`config.mk`:
```
export PLATFORM = sky130hd
export DESIGN_NAME = ternary_cam_pipelined
export DESIGN_NICKNAME = d
export VERILOG_FILES = /design/src/rtl/tcam_pkg.sv /design/src/rtl/tcam_priority_encoder.sv /design/src/rtl/ternary_cam_pipelined.sv
export SDC_FILE = /design/constraint.sdc
export NUM_CORES = 1
export LEC_CHECK = 0
export BUFFER_PORTS_ARGS = -buffer_cell sky130_fd_sc_hd__buf_2
export CAP_MARGIN = 0
export CORE_MARGIN = 4
export CORE_UTILIZATION = 60
export DETAILED_ROUTE_END_ITERATION = 8
export GPL_ROUTABILITY_DRIVEN = 0
export PLACE_DENSITY = 0.76
export SLEW_MARGIN = 20
export SYNTH_ARGS = -nofsm -noshare
export SYNTH_HDL_FRONTEND = slang
export SYNTH_SLANG_ARGS = --single-unit
```
`constraint.sdc`:
```
create_clock -name clock -period 5.2 [get_ports clock]
set_input_delay 0.26 -clock clock [delete_from_list [all_inputs] [get_ports clock]]
set_output_delay 0.26 -clock clock [all_outputs]
set_load 0.02 [all_outputs]
```
`src/rtl/tcam_pkg.sv`:
```
// Shared op encodings and geometry helpers for the pipelined ternary CAM.
package tcam_pkg;

   localparam logic [1:0] OP_CLEAR      = 2'b00;
   localparam logic [1:0] OP_WRITE      = 2'b01;
   localparam logic [1:0] OP_INVALIDATE = 2'b10;
   localparam logic [1:0] OP_SEARCH     = 2'b11;

   function automatic int depth_of(input int address_size);
      return 1 << address_size;
   endfunction

endpackage

```
`src/rtl/tcam_priority_encoder.sv`:
```
// Lowest-index priority encoder with hit flag and population count.
module tcam_priority_encoder
   import tcam_pkg::*;
#(
   parameter int ADDRESS_SIZE = 4
) (
   input  logic [depth_of(ADDRESS_SIZE)-1:0] vec,
   output logic                              hit,
   output logic [ADDRESS_SIZE-1:0]           address,
   output logic [ADDRESS_SIZE:0]             count
);

   localparam int DEPTH = depth_of(ADDRESS_SIZE);

   // Scan downward so the last assignment wins with the lowest set index.
   always_comb begin
      hit     = 1'b0;
      address = '0;
      count   = '0;
      for (int i = DEPTH - 1; i >= 0; i--) begin
         if (vec[i]) begin
            hit     = 1'b1;
            address = i[ADDRESS_SIZE-1:0];
         end
      end
      for (int i = 0; i < DEPTH; i++)
         count = count + (ADDRESS_SIZE + 1)'(vec[i]);
   end

endmodule

```
`src/rtl/ternary_cam_pipelined.sv`:
```
// Ternary CAM with per-entry masks, valid bits and a registered search pipeline
// (key register -> match-vector register -> result register).
module ternary_cam_pipelined
   import tcam_pkg::*;
#(
   parameter int WORD_SIZE    = 8,
   parameter int ADDRESS_SIZE = 4
) (
   input  logic                              clock,
   input  logic                              reset,
   input  logic                              cmd_valid,
   output logic                              cmd_ready,
   input  logic [1:0]                        cmd_op,
   input  logic [ADDRESS_SIZE-1:0]           cmd_address,
   input  logic [WORD_SIZE-1:0]              cmd_word,
   input  logic [WORD_SIZE-1:0]              cmd_mask,
   output logic                              result_valid,
   input  logic                              result_ready,
   output logic [depth_of(ADDRESS_SIZE)-1:0] result_matched,
   output logic                              result_hit,
   output logic [ADDRESS_SIZE-1:0]           result_address,
   output logic [ADDRESS_SIZE:0]             result_count
);

   localparam int DEPTH = depth_of(ADDRESS_SIZE);

   logic [WORD_SIZE-1:0]    value_q [DEPTH];
   logic [WORD_SIZE-1:0]    mask_q  [DEPTH];
   logic [DEPTH-1:0]        valid_q;

   logic                    s1_valid;
   logic [WORD_SIZE-1:0]    s1_key;
   logic [WORD_SIZE-1:0]    s1_mask;
   logic                    s2_valid;
   logic [DEPTH-1:0]        s2_matched;

   logic [DEPTH-1:0]        match_vec;
   logic                    stall;
   logic                    accept;
   logic                    enc_hit;
   logic [ADDRESS_SIZE-1:0] enc_address;
   logic [ADDRESS_SIZE:0]   enc_count;

   assign stall     = result_valid && !result_ready;
   assign cmd_ready = !stall;
   assign accept    = cmd_valid && cmd_ready;

   // Compare against the array as it stands before this edge's write commits,
   // so a search always sees exactly the commands accepted ahead of it.
   for (genvar i = 0; i < DEPTH; i++) begin : g_match
      assign match_vec[i] = valid_q[i] &
                            (&(mask_q[i] | s1_mask | ~(value_q[i] ^ s1_key)));
   end

   always_ff @(posedge clock) begin
      if (accept && cmd_op == OP_WRITE) begin
         value_q[cmd_address] <= cmd_word;
         mask_q[cmd_address]  <= cmd_mask;
      end
   end

   always_ff @(posedge clock or posedge reset) begin
      if (reset) begin
         valid_q <= '0;
      end else if (accept) begin
         case (cmd_op)
            OP_CLEAR:      valid_q              <= '0;
            OP_WRITE:      valid_q[cmd_address] <= 1'b1;
            OP_INVALIDATE: valid_q[cmd_address] <= 1'b0;
            default:       ;
         endcase
      end
   end

   always_ff @(posedge clock or posedge reset) begin
      if (reset) begin
         s1_valid   <= 1'b0;
         s1_key     <= '0;
         s1_mask    <= '0;
         s2_valid   <= 1'b0;
         s2_matched <= '0;
      end else if (!stall) begin
         s1_valid <= accept && cmd_op == OP_SEARCH;
         if (accept && cmd_op == OP_SEARCH) begin
            s1_key  <= cmd_word;
            s1_mask <= cmd_mask;
         end
         s2_valid <= s1_valid;
         if (s1_valid)
            s2_matched <= match_vec;
      end
   end

   tcam_priority_encoder #(
      .ADDRESS_SIZE(ADDRESS_SIZE)
   ) u_encoder (
      .vec     (s2_matched),
      .hit     (enc_hit),
      .address (enc_address),
      .count   (enc_count)
   );

   always_ff @(posedge clock or posedge reset) begin
      if (reset) begin
         result_valid   <= 1'b0;
         result_matched <= '0;
         result_hit     <= 1'b0;
         result_address <= '0;
         result_count   <= '0;
      end else if (!stall) begin
         result_valid <= s2_valid;
         if (s2_valid) begin
            result_matched <= s2_matched;
            result_hit     <= enc_hit;
            result_address <= enc_address;
            result_count   <= enc_count;
         end
      end
   end

endmodule

```
Word-level counts from Yosys, hierarchy flattened. Memory sizes are Yosys's and may differ from the RTL's. Cells that the tools add are included.

Flip-flop bits (word level): 77. Memory bits (writable): 256. Memories: 2.

Memory list: mask_q (words 16, bits a word 8, rd ports 16, clocked after memory_dff 0, write ports 1, line ternary_cam_pipelined.sv:28) `logic [WORD_SIZE-1:0] mask_q [DEPTH];`; value_q (words 16, bits a word 8, rd ports 16, clocked after memory_dff 0, write ports 1, line ternary_cam_pipelined.sv:27) `logic [WORD_SIZE-1:0] value_q [DEPTH];`.

$add $sub $neg: 15. Order comparisons: 2. Equal/unequal tests: 3. Mux-type cells: 37. Bitwise operators: 84. Reduce and logical (&&, ||, !) cells: 29.

Operators with widths (number): $or A8 B8 Y8 (32); $not A8 Y8 (16); $reduce_and A8 Y1 (16); $xor A8 B8 Y8 (16); $add A5 B1 Y5 (14); $mux W4 (16); $pmux W16 S3 (1); $mux W1 (19); $and A1 B1 Y1 (16); $and A16 B16 Y16 (1); $not A16 Y16 (1); $or A16 B16 Y16 (1); $reduce_and A2 Y1 (4); $logic_and A1 B1 Y1 (5); $lt A4 B5 Y1 const B (1); $demux W1 S4 (1); $eq A2 B2 Y1 const B (2); $ge A4 B1 Y1 const B (1); $reduce_bool A3 Y1 (1); $add A1 B1 Y2 (1); $eq A2 B1 Y1 const B (1); $logic_not A1 Y1 (2); $logic_not A2 Y1 (1); $not A1 Y1 (1).

Longest topological paths before layout.
Depth in word-level cells: 16. Gate-level depth with buffers: 14.

By module. A second synthesis with hierarchy kept.

Cells, all modules: 929. Area total of the unflattened synthesis: 13790.7 um2.

Modules (own cells, without submodules): ternary_cam_pipelined (times used 1, cells each 861, area an instance 13255.2 um2, seq. area each 9614.2 um2); tcam_priority_encoder (times used 1, cells each 68, area an instance 535.5 um2, seq. area each 0.0 um2).

Least setup slack after synthesis. OpenSTA, ideal clock, no wires.

Kind: reg-to-reg. From: register s2_matched[0]. To: register result_count[4]. Setup time: 0.077 ns. Arrival time: 3.789 ns. Path slack: 1.335 ns. Cell stages (with the launch flop): 14. Path through: dfrtp_1 > ha_1 > inv_1 > fa_1 > inv_1 > fa_1 > fa_1 > inv_1 > fa_1 > fa_1 > fa_1 > nor2b_1 > o21ai_0 > o21ai_1.

Word-level cells in the longest chain between the ends: 15.

RTL lines: start, declared (line ternary_cam_pipelined.sv:35) `logic [DEPTH-1:0] s2_matched;`; start signal, assigned (line ternary_cam_pipelined.sv:90) `s2_matched <= match_vec;`; $add A1 B1 Y2 (line tcam_priority_encoder.sv:27) `count = count + (ADDRESS_SIZE + 1)'(vec[i]);`; $add A5 B1 Y5 (14 in a row) (line tcam_priority_encoder.sv:27); end signal, assigned (line ternary_cam_pipelined.sv:116) `result_count <= enc_count;`; end, declared (line ternary_cam_pipelined.sv:22) `output logic [ADDRESS_SIZE:0] result_count`.

Every way passes these cells. A chain may end at the register's enable or synchronous reset.

Worst setup path after layout.
From: register s2_matched[0]. To: register result_count[2].

Same word-level chain as after synthesis.

==> flow_summary.yaml <==
run:
  drv_cap: 0
die:
  initial_core_util: 0.6075
  die_h_um: 159.2
  fp.dieArea_sq_um: 25340
  core_sq_um: 22570
  dieWidth_um: 159.2
  num_rows: 55
  ioPinCount: 54
drt:
  antenna_left: 0
  drtIter0Drc: 720
  vias_per_cell: 6.028
  wl_met3_mm: 2.092
  via_count: 7794
  route.top_layer_used: "met4"
  dr.pass1.iters: 5
  wl_mm: 30.42
  drt-wirelength-per-cell_um: 23.52
  wl_met1_mm: 13.05
  drc: 0
  met2_length_mm: 14.15
logic_synthesis:
  syn_inst: 917
  synth_edf_count: 256
  synth-seq-cells: 333
  ys_top_cells_by_area: "edfxtp_1, dfrtp_1, xnor2_1, nor3_1, mux2_1"
  synth_cell_types: 45
  ys.flop_type: "edfxtp_1"
  avgSynthCellArea_sq_um: 14.95
  syn_nets: 962
  yosysTopAreaCell: "edfxtp_1"
  yosysWarnings: 0
  yosysSeqAreaShare: 0.7012
  synth_area_sq_um: 13710
  async_flop_share: 0.2312
  yosysTopAreaCellShare: 0.5606
cts:
  cts_buffers: 35
  h-tree-depth: 2
  cts_resized: 0
  cts_hold_buf: 0
  cts_buffer_depth: 3
  postCtsSetupRepairBufs: 0
  clkTransAtPathRegs_ns: 0.06
  cts-root-buf: "clkbuf_16"
  insertion_delay_ns: 0.51
  cts_tree: "yes"
  cts.sinks: 333
power_and_ir_drop:
  p_sw_frac: 0.2517
  peakVddDrop_mv: 0.4677
  power_density_nw_per_um2: 411.9
  p_int_w: 0.004747
  leakagePower_nw: 5.449
  netSwitchingPower_w: 0.001596
  seq_power_share: 0.495
  combPwrFrac: 0.117
  p_clk_frac: 0.387
placed_design:
  portBuffers: 53
  place_area_sq_um: 14240
  dp.cells: 1231
  hpwl_mm: 19.04
global_route:
  grt_antenna_before_repair: 0
  track_usage: 0.2429
  grt_max_degree: 78
  grt_pass1_vias: 7862
  globalRouteOverflowTotal: 0
  grt_pass1_wl_mm: 47.05
sta:
  hold_viol: 47
  fmax_mhz: 245.2
  tns_ns: 0
  period_minus_slack_ns: 4.078
  setup_viol: 0
  whs_ns: -0.05033
  maxSlewViolCount: 0
  fin_crit_sh: 0.7843
  clock_skew_ns: 0.01603
  rsz0062_at_grt: "no"
  slew_headroom: 0.2536
  worstMarginPinSlew_ns: 1.120
final_layout:
  antenna_cells: 0
  fill_cells: 1525
  nNetsFinal: 1028
  finalNonFillerCells: 1293
  drive_gt1_frac: 0.1548
  area_delta_synth_final_pct: 12.29
  finalInstanceArea_sq_um: 15400
critical_path:
  critPathCaptureType: "register"
  ff2ff_path_depth: 12
  cp_data_arrival_time_ns: 4.43
  reg2reg_slack_ns: 1.12
  cp-start-kind: "register"
  cp_max_fo: 7
  critPathKind: "register to register"
  crit-reg2reg-capture: "result_count[2]"
  cp.required_ns: 5.55
  reg2reg_from: "s2_matched[0]"
worst_hold_path:
  holdCritPathClass: "input port to asynchronous set/reset pin"
run_status:
  status: "finished, violations left"
  violations: "negative hold slack"
worst max-delay path, stage by stage (launching register included):
cell     delay (ns)
dfrtp_1        0.46
ha_1           0.31
inv_1          0.05
fa_1           0.48
inv_1          0.05
fa_1           0.45
fa_1           0.49
inv_1          0.05
fa_1           0.44
fa_1           0.43
fa_1           0.48
xor2_1         0.17
o21ai_1        0.07
layout make-up:
class | count | area (sq um) | share of cell area
Multi-Input combinational cell | 510 | 3726 | 0.2420
Timing Repair Buffer | 76 | 441.7 | 0.02869
Clock buffer | 51 | 1039 | 0.06745
Tap cell | 285 | 356.6 | 0.02316
Clock inverter | 11 | 117.6 | 0.007639
Sequential cell | 333 | 9614 | 0.6244
Inverter | 27 | 102.6 | 0.006663
per-stage QoR:
step / total power [W] / utilization / setup slack (ns)
detailed placement: 0.003938 / 0.6308 / 1.153
global route: 0.006584 / 0.6822 / 0.8977
CTS: 0.006382 / 0.6820 / 1.126
global placement: 0.003915 / 0.6308 / 1.217
floorplan: 0.003692 / - / 1.335
finish: 0.006343 / 0.6822 / 1.122
cell usage after synthesis (17+ instances only):
library cell / count
nor3_1: 81
inv_1: 26
mux2_1: 19
o31ai_1: 17
clkbuf_1: 20
nand2_1: 46
dfrtp_1: 77
edfxtp_1: 256
xnor2_1: 123
nor2_1: 23
o21ai_1: 34
registers in the layout, summed over array words and instances (netlist names):
| signal | count |
|---|---|
| valid_q | 16 |
| s1_valid | 1 |
| result_matched | 16 |
| result_valid | 1 |
| result_count | 5 |
| s2_valid | 1 |
| result_address | 4 |
| s1_key | 8 |
| result_hit | 1 |
| mask_q | 128 |
| value_q | 128 |
| s1_mask | 8 |
| s2_matched | 16 |
cells in the final DEF (no fill, tap or decap), types with 5 or more instances in the layout:
cell | netlist | layout
o21ai_0 | 15 | 15
clkinv_2 | 0 | 7
nand3_1 | 12 | 12
clkbuf_8 | 0 | 6
xnor2_2 | 5 | 5
mux2_1 | 19 | 19
nor2b_1 | 11 | 11
o41ai_2 | 10 | 10
or3_1 | 16 | 16
inv_1 | 26 | 25
o311ai_1 | 16 | 16
o41ai_1 | 7 | 7
o21ai_1 | 34 | 34
dfrtp_1 | 77 | 77
o31ai_1 | 17 | 17
buf_2 | 16 | 53
ha_1 | 9 | 9
clkbuf_1 | 20 | 8
edfxtp_1 | 256 | 256
a21oi_1 | 15 | 15
xnor2_1 | 123 | 123
nor4_2 | 5 | 5
nor3_1 | 81 | 81
nand2_1 | 46 | 46
mux2_2 | 5 | 5
nor2_1 | 23 | 23
fa_1 | 10 | 10
clkbuf_16 | 0 | 37
buf_4 | 1 | 22
nor4_1 | 15 | 15
kinds of logic after synthesis:
| group | count (synthesis) | share of synthesized area |
|---|---|---|
| compound gates | 122 | 0.06397 |
| xor+xnor | 130 | 0.08577 |
| mux | 24 | 0.01971 |
| buf+inv | 74 | 0.02710 |
| simple gates | 215 | 0.07948 |
| fa+ha+maj | 19 | 0.02281 |
| flops | 333 | 0.7012 |
worst max-delay path by stage:
stage                        from              end  cells after the start
floorplan           s2_matched[0]  result_count[4]                     13
global placement    s2_matched[0]  result_count[4]                     13
detailed placement  s2_matched[0]  result_count[4]                     13
CTS                 s2_matched[0]  result_count[2]                     12
global route        s2_matched[0]  result_count[4]                     13
finish              s2_matched[0]  result_count[2]                     12
layer usage:
layer	up-vias	track usage
li1	3533	-
met1	3912	0.3447
met2	293	0.3766
met3	56	0.05333
met4	0	0.08876
met5	-	0
power by group through the flow:
stage | combinational, W | clock [W] | sequential (W)
4_1_cts | 0.000749 | 0.00249 | 0.00314
3_3_place_gp | 0.000725 | 0 | 0.00319
5_1_grt | 0.000809 | 0.00262 | 0.00316
6_report | 0.000745 | 0.00246 | 0.00314
2_1_floorplan | 0.000618 | 0 | 0.00307
3_5_place_dp | 0.000742 | 0 | 0.00320
Note: power is estimated with default switching activity, not from simulation.
